[src/rtl/rsa_job_arbiter.sv]
// Two-requester round-robin front end for a shared RSA datapath: accepts one job,
// sequences clear/run, and returns the result or a timeout/abort code to the owner.
module rsa_job_arbiter #(
    parameter int WIDTH   = 8,
    parameter int TIMEOUT = 255
) (
    input  logic               clk,
    input  logic               rst,
    input  logic               ena,
    input  logic [1:0]         req_valid,
    output logic [1:0]         req_ready,
    input  logic [2*WIDTH-1:0] req_p,
    input  logic [2*WIDTH-1:0] req_e,
    input  logic [2*WIDTH-1:0] req_m,
    input  logic [2*WIDTH-1:0] req_const,
    output logic [1:0]         rsp_valid,
    input  logic [1:0]         rsp_ready,
    output logic [WIDTH-1:0]   rsp_c,
    output logic [1:0]         rsp_status,
    input  logic               abort,
    output logic [WIDTH-1:0]   rsa_p,
    output logic [WIDTH-1:0]   rsa_e,
    output logic [WIDTH-1:0]   rsa_m,
    output logic [WIDTH-1:0]   rsa_const,
    output logic               rsa_clear,
    output logic               rsa_en,
    input  logic               rsa_eoc,
    input  logic [WIDTH-1:0]   rsa_c,
    output logic               busy,
    output logic               grant_id
);

    localparam logic [1:0] STATUS_OK      = 2'b00;
    localparam logic [1:0] STATUS_TIMEOUT = 2'b01;
    localparam logic [1:0] STATUS_ABORT   = 2'b10;
    localparam logic [7:0] CNT_LAST       = 8'(TIMEOUT - 1);

    typedef enum logic [1:0] {IDLE, CLEAR, RUN, RESP} state_t;

    state_t     state, state_next;
    logic       ptr;
    logic       pick;
    logic       take;
    logic       capture;
    logic [1:0] status_next;
    logic [7:0] cnt, cnt_next;

    always_ff @(posedge clk) begin
        if (rst) begin
            state <= IDLE;
        end else if (ena) begin
            state <= state_next;
        end
    end

    // ptr holds the last granted requester; on contention the other one wins.
    always_comb begin
        state_next  = state;
        req_ready   = '0;
        rsa_clear   = 1'b0;
        rsa_en      = 1'b0;
        take        = 1'b0;
        capture     = 1'b0;
        status_next = rsp_status;
        cnt_next    = cnt;
        pick        = (req_valid == 2'b11) ? ~ptr : req_valid[1];

        case (state)
            IDLE: begin
                if (|req_valid) begin
                    take       = 1'b1;
                    req_ready  = pick ? 2'b10 : 2'b01;
                    state_next = CLEAR;
                end
            end
            CLEAR: begin
                rsa_clear = 1'b1;
                cnt_next  = '0;
                if (abort) begin
                    status_next = STATUS_ABORT;
                    state_next  = RESP;
                end else begin
                    state_next = RUN;
                end
            end
            RUN: begin
                rsa_en   = 1'b1;
                cnt_next = cnt + 8'd1;
                if (rsa_eoc) begin
                    capture     = 1'b1;
                    status_next = STATUS_OK;
                    state_next  = RESP;
                end else if (abort) begin
                    status_next = STATUS_ABORT;
                    state_next  = RESP;
                end else if (cnt == CNT_LAST) begin
                    status_next = STATUS_TIMEOUT;
                    state_next  = RESP;
                end
            end
            RESP: begin
                if (rsp_ready[grant_id]) begin
                    state_next = IDLE;
                end
            end
            default: state_next = IDLE;
        endcase

        if (rst || !ena) begin
            req_ready = '0;
            rsa_clear = 1'b0;
            rsa_en    = 1'b0;
        end
    end

    always_ff @(posedge clk) begin
        if (rst) begin
            ptr        <= 1'b1;
            cnt        <= '0;
            grant_id   <= 1'b0;
            rsp_c      <= '0;
            rsp_status <= STATUS_OK;
            rsa_p      <= '0;
            rsa_e      <= '0;
            rsa_m      <= '0;
            rsa_const  <= '0;
        end else if (ena) begin
            cnt        <= cnt_next;
            rsp_status <= status_next;
            if (capture) begin
                rsp_c <= rsa_c;
            end
            if (take) begin
                grant_id  <= pick;
                ptr       <= pick;
                rsa_p     <= pick ? req_p[2*WIDTH-1:WIDTH]     : req_p[WIDTH-1:0];
                rsa_e     <= pick ? req_e[2*WIDTH-1:WIDTH]     : req_e[WIDTH-1:0];
                rsa_m     <= pick ? req_m[2*WIDTH-1:WIDTH]     : req_m[WIDTH-1:0];
                rsa_const <= pick ? req_const[2*WIDTH-1:WIDTH] : req_const[WIDTH-1:0];
            end
        end
    end

    assign rsp_valid = (state == RESP) ? (grant_id ? 2'b10 : 2'b01) : 2'b00;
    assign busy      = (state != IDLE);

endmodule

[config.mk]
export PLATFORM = sky130hd
export DESIGN_NAME = rsa_job_arbiter
export DESIGN_NICKNAME = d
export VERILOG_FILES = /design/src/rtl/rsa_job_arbiter.sv
export SDC_FILE = /design/constraint.sdc
export NUM_CORES = 1
export LEC_CHECK = 0
export ABC_AREA = 1
export ABC_CLOCK_PERIOD_IN_PS = 2900
export BUFFER_PORTS_ARGS = -buffer_cell sky130_fd_sc_hd__buf_2
export CAP_MARGIN = 15
export CORE_AREA = 2 2 88 90
export CTS_CLUSTER_DIAMETER = 100
export CTS_CLUSTER_SIZE = 12
export DETAILED_ROUTE_END_ITERATION = 8
export DIE_AREA = 0 0 90 92
export GPL_TIMING_DRIVEN = 0
export PLACE_DENSITY_LB_ADDON = 0.1
export SLEW_MARGIN = 20
export SYNTH_ARGS = -nofsm -noshare
export SYNTH_HDL_FRONTEND = slang
export SYNTH_SLANG_ARGS = --single-unit
[constraint.sdc]
create_clock -name clk -period 2.9 [get_ports clk]
set_input_delay 0.29 -clock clk [delete_from_list [all_inputs] [get_ports clk]]
set_output_delay 0.29 -clock clk [all_outputs]
set_load 0.1 [all_outputs]
==> results of run 1 <==
-- cells in the mapped netlist, types with 3 or more instances --
cell type / number / area (sq um)
ha_1: 7 / 87.6
dfxtp_1: 54 / 1080
nand3_2: 3 / 30.0
inv_2: 3 / 11.3
nor3_1: 4 / 20.0
nand3_1: 5 / 25.0
nand4_1: 5 / 31.3
o21ai_0: 44 / 220
clkbuf_1: 11 / 41.3
buf_2: 5 / 25.0
inv_1: 30 / 113
nor2_1: 13 / 48.8
nand2_2: 3 / 18.8
a21oi_1: 81 / 405
nand2_1: 54 / 203
-- sequential cells by signal, summed over array words and instances, names as in the netlist --
name        count
cnt             8
rsa_const       8
rsa_e           8
rsa_m           8
rsa_p           8
rsp_c           8
rsp_status      2
state           2
grant_id        1
ptr             1
-- how the worst min path moves through the flow --
stage               slack [ps]  depth (start not counted)            to         start
floorplan                  360                          1      grant_id           rst
finish                     210                          3      rsa_m[1]      req_m[9]
global route               200                          3  rsa_const[0]  req_const[8]
detailed placement         430                          2      rsp_c[4]      rsp_c[4]
global placement           430                          2      rsp_c[4]      rsp_c[4]
CTS                        200                          3      rsa_e[0]      req_e[8]
-- routing by layer --
layer,up-vias,GRT usage (%),wire (um)
li1,1399,-,-
met1,1180,21.7,3210
met2,84,27.9,3180
met3,9,5.42,567
met4,0,4.87,93
met5,-,0,0
-- worst register-to-register path: cells and delay by family (launching register included) --
kind,cells,cell delay [ps]
fa+ha+maj,1,260
compound gates,2,240
simple gates,1,150
flops,1,430
buf+inv,2,520
-- power groups by stage --
stage	Clock, uW	Combinational (uW)	Sequential (uW)
after global routing	555	887	849
after global placement	0	836	857
after detailed placement	0	838	858
final	510	832	842
after floorplan	0	248	1270
after CTS	532	838	842
-- stage by stage --
| stage | setup slack [ps] | instance area [sq um] | std cells | total power, uW |
|---|---|---|---|---|
| floorplan | 186 | 2530 | 336 | 1520 |
| global placement | 947 | 3300 | 567 | 1690 |
| detailed placement | 937 | 3300 | 567 | 1700 |
| CTS | 591 | 3410 | 575 | 2210 |
| global route | 442 | 3410 | 575 | 2290 |
| finish | 613 | 3410 | 575 | 2180 |
-- cell type report --
cell class,instances,area [sq um]
flip-flops and latches,54,1080
multi-input cells,231,1240
clock buffers,6,72.6
plain buffers,18,82.6
clock inverters,2,37.5
well taps,102,128
repair buffers,129,646
inverters,33,124
fillers,845,4040
-- cells by family after synthesis --
kind of cell | Yosys count | synth area share (%)
simple gates | 96 | 19.3
flops | 54 | 42.9
buf+inv | 51 | 8.20
compound gates | 128 | 26.1
fa+ha+maj | 7 | 3.48
-- placed cells by master, fill, tap and decap left out --
cell type and count:
nand3_4 1, nand2_2 3, nand3b_1 2, inv_1 30
nand3_2 3, nor4_4 1, clkinvlp_4 1, inv_2 3
clkbuf_8 5, a21oi_1 81, buf_6 1, nor3_2 3
nand2_1 54, nor2_1 13, bufinv_16 1, o31ai_1 1
ha_1 7, a21oi_4 1, nand4_1 5, buf_2 134
nand3_1 5, o21ai_0 44, clkbuf_1 12, nor3_1 2
nor2_4 2, dfxtp_1 54, a211oi_1 1, nand2_4 2
clkbuf_2 1
==> metrics.log, run 1 <==
[metrics] die width: 90 um
[metrics] slack of the worst reg-to-reg path: 1240 ps
[metrics] wire length per cell after detailed routing: 12.3 um
[metrics] post-synthesis cell type count: 26
[metrics] count of inserted antenna diode cells: 0
[metrics] crit share post-route: 78.9%
[metrics] reported net switching power: 954 uW
[metrics] HPWL after detailed placement: 5390 um
[metrics] internal power: 1230 uW
[metrics] register bit count reported by yosys: 54
[metrics] Die Y: 92 um
[metrics] vias after detailed routing: 2672
[metrics] final sum of negative setup slack: 0 ps
[metrics] maximum level of the CTS H-tree: 2
[metrics] number of setup buffers added after CTS: 0
[metrics] final weighted congestion in routability-driven placement: 0.795
[metrics] global-route wire length before repair: 11800 um
[metrics] DIE AREA: 8280 sq um
[metrics] combined area of all synthesized cells: 2520 sq um
[metrics] final setup violation count: 0
[metrics] share of total power in combinational logic: 38.1%
[metrics] setup repair after global routing missed its margin: false
[metrics] Maximum Capacitance Violations: 0
[metrics] endpoint class of the critical path: output pin
[metrics] clock network fraction of design power: 23.3%
[metrics] worst relative slew slack: 60.5%
[metrics] CTS sink cnt: 54
[metrics] Post-CTS Hold Buffers: 0
[metrics] synthesis warning total: 0
[metrics] placeable core area: 7450 sq um
[metrics] overall routing resource usage: 17.1%
[metrics] Hold Worst Slack: 214 ps
[metrics] standby leakage power: 0.00162 uW
[metrics] stages on the worst setup path: 6
[metrics] Post-Synthesis Mean Instance Area: 7.49 sq um
[metrics] post-cts resize count: 0
[metrics] r2r endpoint: rsa_e[0]
[metrics] number of buffers added on ports: 129
[metrics] async set-or-reset flop fraction in the synthesized netlist: 0%
[metrics] count of endpoints failing hold in the final timing report: 0
[metrics] DR vias/cell: 4.65
[metrics] peak fanout along the critical path: 10
[metrics] Worst Tran Pin Value: 593 ps
[metrics] TritonCTS clock tree: done
[metrics] destination of the critical timing path: req_ready[0]
[metrics] cts bufs inserted: 5
[metrics] crit-path most repeated cell: buf_2
[metrics] Detail Route Antenna Nets: 0
[metrics] Pre-antenna DRT Iters: 4
[metrics] cell family with most CP delay: buffers and inverters
[metrics] synthesized instance count: 336
[metrics] shortest clock period the worst path allows after layout: 2290 ps
[metrics] worst flop-to-flop path startpoint: state[0]
[metrics] Rows: 32
[metrics] count of flip-flops with a built-in enable after synthesis: 0
[metrics] pin count of the biggest net entering global routing: 17
[metrics] endpoint required time on the critical path: 2610 ps
[metrics] status: complete, no violations
[metrics] ys flop type: dfxtp_1
[metrics] critical path launch point: state[0]
[metrics] antenna violations before repair: 0
[metrics] ordered list of cells on the worst path: inv_1 > ha_1 > nand3_4 > buf_2 > nor3_2 > buf_2
[metrics] total nets after synthesis: 424
[metrics] Slowest Stage Delay on Critical Path: 450 ps
[metrics] critical path buffer and inverter count: 3
[metrics] post-layout net count: 560
[metrics] leftover overflow at the end of global routing: 0
[metrics] logic depth of the worst register-to-register path: 6
[metrics] growth of design area from synthesis to finish: 35.5%
[metrics] Seq pwr share: 38.5%
[metrics] fraction of layout cells with a size suffix above 1: 34.2%
[metrics] clk slew on worst S/H paths: 100 ps
[metrics] root buf cell: clkbuf_8
[metrics] type of element launching the critical path: flip-flop
[metrics] vias in the first global route: 2600
[metrics] DRC violations left: 0
[metrics] fraction of the yosys area taken by sequential cells: 42.9%
[metrics] total power density per cell area: 640 nW/um^2
[metrics] final core utilization: 45.8%
[metrics] I/O pin total: 131
[metrics] initial DRC count: 109
[metrics] maximum vdd ir drop: 280 uV
[metrics] class of the worst hold path: in2reg
[metrics] Highest Clock Rate: 0.437 GHz
[metrics] critical path type: reg2out
[metrics] clock insertion delay at the later pin of the skew report: 310 ps
[metrics] clock skew after layout: 4.48 ps
[metrics] Worst Path Arrival: 2000 ps
[metrics] initial core utilization: 33.8%
[metrics] cell type of the slowest stage on the worst timing path: buf_2
[metrics] DRT Wirelength: 7050 um
[metrics] Sw Ratio: 43.7%
[metrics] number of buffers on the longest clock path: 2
[metrics] Max Transition Viols Final: 0
Power figures use the tool's default switching activity.
==> run 2: changes to the inputs <==
--- a/config.mk
+++ b/config.mk
@@ -5,8 +5,8 @@
 export SDC_FILE = /design/constraint.sdc
 export NUM_CORES = 1
 export LEC_CHECK = 0
-export ABC_AREA = 1
-export ABC_CLOCK_PERIOD_IN_PS = 2900
+export ABC_AREA = 0
+export ABC_CLOCK_PERIOD_IN_PS = 2000
 export BUFFER_PORTS_ARGS = -buffer_cell sky130_fd_sc_hd__buf_2
 export CAP_MARGIN = 15
 export CORE_AREA = 2 2 88 90
==> constraint.sdc (replaced) <==
create_clock -name clk -period 2 [get_ports clk]
set_input_delay 0.2 -clock clk [delete_from_list [all_inputs] [get_ports clk]]
set_output_delay 0.2 -clock clk [all_outputs]
set_load 0.1 [all_outputs]
==> metrics.log, run 2 <==
[metrics] root buf cell: clkbuf_8
[metrics] HPWL after detailed placement: 4800 um (-11%)
[metrics] Post-Synthesis Mean Instance Area: 9.42 sq um (+26%)
[metrics] DR vias/cell: 4.59 (-1.3%)
[metrics] Pre-antenna DRT Iters: 4 (unchanged)
[metrics] vias after detailed routing: 2316 (-13%)
[metrics] Maximum Capacitance Violations: 0 (unchanged)
[metrics] placeable core area: 7450 sq um (unchanged)
[metrics] number of buffers added on ports: 130 (+0.78%)
[metrics] area occupied by multi-input gates: 1310 sq um (+5.7%)
[metrics] class of the worst hold path: in2reg
[metrics] number of buffers on the longest clock path: 2 (unchanged)
[metrics] maximum level of the CTS H-tree: 2 (unchanged)
[metrics] Detail Route Antenna Nets: 0 (unchanged)
[metrics] cts bufs inserted: 5 (unchanged)
[metrics] count of endpoints failing hold in the final timing report: 0 (unchanged)
[metrics] area fraction of the dominant cell type after synthesis: 43.3% (+0.34 points)
[metrics] total power density per cell area: 908 nW/um^2 (+42%)
[metrics] antenna violations before repair: 0 (unchanged)
[metrics] shortest clock period the worst path allows after layout: 1890 ps
[metrics] setup repair after global routing missed its margin: false
[metrics] fraction of the yosys area taken by sequential cells: 43.3% (+0.34 points)
[metrics] internal power: 1740 uW (+41%)
[metrics] capture endpoint of the worst hold path: rsp_c[1]
[metrics] count leader, synth: dfxtp_1
[metrics] crit share post-route: 94.3%
[metrics] final setup violation count: 0 (unchanged)
[metrics] Area contributors post-synth: dfxtp_1 43%, mux2i_1 17%, a211oi_1 9.9%
[metrics] type of element launching the critical path: flip-flop
[metrics] reported net switching power: 1350 uW (+41%)
[metrics] Worst Path Arrival: 1690 ps (-310 ps)
[metrics] logic depth of the worst register-to-register path: 6 (unchanged)
[metrics] initial core utilization: 33.5% (-0.27 points)
[metrics] endpoint class of the critical path: output pin
[metrics] clock skew after layout: 6.93 ps (+2.45 ps)
[metrics] vias in the first global route: 2183 (-16%)
[metrics] leftover overflow at the end of global routing: 0 (unchanged)
[metrics] DRC violations left: 0 (unchanged)
[metrics] growth of design area from synthesis to finish: 36.0%
[metrics] async set-or-reset flop fraction in the synthesized netlist: 0% (unchanged)
[metrics] combined area of all synthesized cells: 2500 sq um (-0.80%)
[metrics] Layout fillers: 772 (-8.6%)
[metrics] share of total power in combinational logic: 40.2% (+2.1 points)
[metrics] I/O pin total: 131 (unchanged)
[metrics] clk slew on worst S/H paths: 90 ps (about the same)
[metrics] sequential standard cell area: 1080 sq um (unchanged)
[metrics] standby leakage power: 0.00163 uW (+0.42%)
[metrics] ys flop type: dfxtp_1
[metrics] initial DRC count: 49 (-55%)
[metrics] post-synthesis cell type count: 34 (+31%)
[metrics] overall routing resource usage: 15.1% (-2.0 points)
[metrics] TritonCTS clock tree: done
[metrics] number of setup buffers added after CTS: 0 (unchanged)
[metrics] DRT Wirelength: 6260 um (-11%)
[metrics] status: complete, no violations
[metrics] most frequent standard cell in the layout excluding fill and tap cells: buf_2
[metrics] most frequent cells in the layout: 129 x buf_2, 54 x dfxtp_1, 49 x nor2_1, 42 x mux2i_1, 33 x a211oi_1
[metrics] fraction of layout cells with a size suffix above 1: 38.2% (+4.0 points)
[metrics] maximum vdd ir drop: 431 uV (+54%)
[metrics] Seq pwr share: 39.7% (+1.2 points)
[metrics] final sum of negative setup slack: 0 ps (unchanged)
[metrics] DIE AREA: 8280 sq um (unchanged)
[metrics] endpoint required time on the critical path: 1800 ps (-810 ps)
[metrics] synthesized instance count: 265 (-21%)
[metrics] CTS sink cnt: 54 (unchanged)
[metrics] Sw Ratio: 43.7% (about the same)
[metrics] final weighted congestion in routability-driven placement: 0.787 (-0.96%)
[metrics] global-route wire length before repair: 10200 um (-13%)
[metrics] clock insertion delay at the later pin of the skew report: 300 ps (about the same)
[metrics] pin count of the biggest net entering global routing: 16 (-1)
[metrics] r2r endpoint: state[0]
[metrics] Rows: 32 (unchanged)
[metrics] Post-synth top cells: 54 x dfxtp_1, 49 x nor2_1, 42 x mux2i_1
[metrics] hold path depth: 3 (unchanged)
[metrics] synthesis warning total: 0 (unchanged)
[metrics] worst flop-to-flop path startpoint: state[0]
[metrics] die width: 90 um (unchanged)
[metrics] hold_sp: rsa_c[1]
[metrics] count of flip-flops with a built-in enable after synthesis: 0 (unchanged)
[metrics] clock network fraction of design power: 20.1% (-3.2 points)
[metrics] critical path type: reg2out
[metrics] register bit count reported by yosys: 54 (unchanged)
[metrics] post-layout net count: 490 (-13%)
[metrics] Highest Clock Rate: 0.530 GHz
[metrics] leading area contributor after synthesis: dfxtp_1
[metrics] Hold Worst Slack: 123 ps (-91.4 ps)
[metrics] total nets after synthesis: 353 (-17%)
[metrics] Post-CTS Hold Buffers: 0 (unchanged)
[metrics] final core utilization: 45.6% (-0.20 points)
[metrics] peak fanout along the critical path: 10 (unchanged)
[metrics] wire length per cell after detailed routing: 12.4 um (+1.1%)
[metrics] Max Transition Viols Final: 0 (unchanged)
[metrics] slack of the worst reg-to-reg path: 130 ps (-1110 ps)
[metrics] Worst Tran Pin Value: 581 ps (-12.4 ps)
[metrics] worst relative slew slack: 61.0% (+0.57 points)
[metrics] Die Y: 92 um (unchanged)
[metrics] count of inserted antenna diode cells: 0 (unchanged)
==> run 2: cell count changes in the layout (fill, tap and decap cells not counted), moves of 21 or more <==
cell / before / now
a21oi_1: 81 / 4
o21ai_0: 44 / 4
a211oi_1: 1 / 33
nor2_1: 13 / 49
nand2_1: 54 / 11
mux2i_1: 0 / 42
inv_1: 30 / 9
==> run 2: power groups by stage <==
stage / clock network, uW / logic, uW / registers (uW)
after global routing: 693 / 1320 / 1240
after CTS: 650 / 1240 / 1230
after global placement: 0 / 1230 / 1250
final: 619 / 1240 / 1220
after detailed placement: 0 / 1240 / 1250
after floorplan: 0 / 394 / 1840
==> run 2: cell type report <==
class / instances / share of cell area (%)
Multi-Input combinational cell: 186 / 38.6
Sequential cell: 54 / 31.8
Timing Repair Buffer: 130 / 19.2
Tap cell: 102 / 3.76
Buffer: 16 / 2.91
Clock buffer: 7 / 2.54
Inverter: 9 / 0.995
Clock inverter: 1 / 0.147
==> run 2: cell families after synthesis <==
logic type | after synthesis | share of synthesized area [%]
adder cells (fa/ha/maj) | 7 | 3.51
AND/OR/NAND/NOR | 81 | 14.4
XOR/XNOR | 6 | 2.10
buffers and inverters | 25 | 4.81
flip-flops | 54 | 43.3
multiplexers | 42 | 16.8
AO/OA/AOI/OAI | 50 | 15.1
==> run 2: layer usage <==
layer | up-vias | GRT usage, % | share of wire [%] | wire length [um]
met5 | - | 0 | 0 | 0
met4 | 0 | 3.85 | 0.83 | 52
met3 | 4 | 4.60 | 6.8 | 427
met2 | 82 | 24.1 | 44 | 2780
met1 | 1019 | 20.0 | 48 | 3000
li1 | 1211 | - | - | -
==> run 2: what timing repair did <==
| action | in CTS | in global routing |
|---|---|---|
| hold endpoints to repair | 0 | 0 |
| endpoints found under the setup margin | 1 | 32 |
| resized for setup | 2 | 9 |
==> run 2: worst max path at each step <==
| stage | start | end | slack (ps) | cells after the start |
|---|---|---|---|---|
| floorplan | ptr | req_ready[1] | 120 | 3 |
| global placement | state[0] | rsa_p[4] | 60 | 7 |
| detailed placement | state[0] | rsa_p[5] | 30 | 7 |
| CTS | state[0] | rsa_p[5] | 7 | 7 |
| global route | state[0] | rsa_m[1] | 8 | 8 |
| finish | ptr | req_ready[1] | 110 | 4 |
==> run 2: through the flow <==
step / worst slack [ps] / power (uW) / cell area, sq um / cells
floorplan: 116 / 2230 / 2500 / 265
CTS: 7.20 / 3120 / 3380 / 505
global placement: 62.8 / 2480 / 3280 / 497
finish: 114 / 3080 / 3400 / 505
global route: 7.94 / 3250 / 3400 / 505
detailed placement: 29.2 / 2490 / 3280 / 497
==> run 2: critical path, stage by stage, from the launching register on <==
cell	delay [ps]
dfxtp_1	360
a21oi_4	340
buf_6	240
and3_1	170
buf_4	280
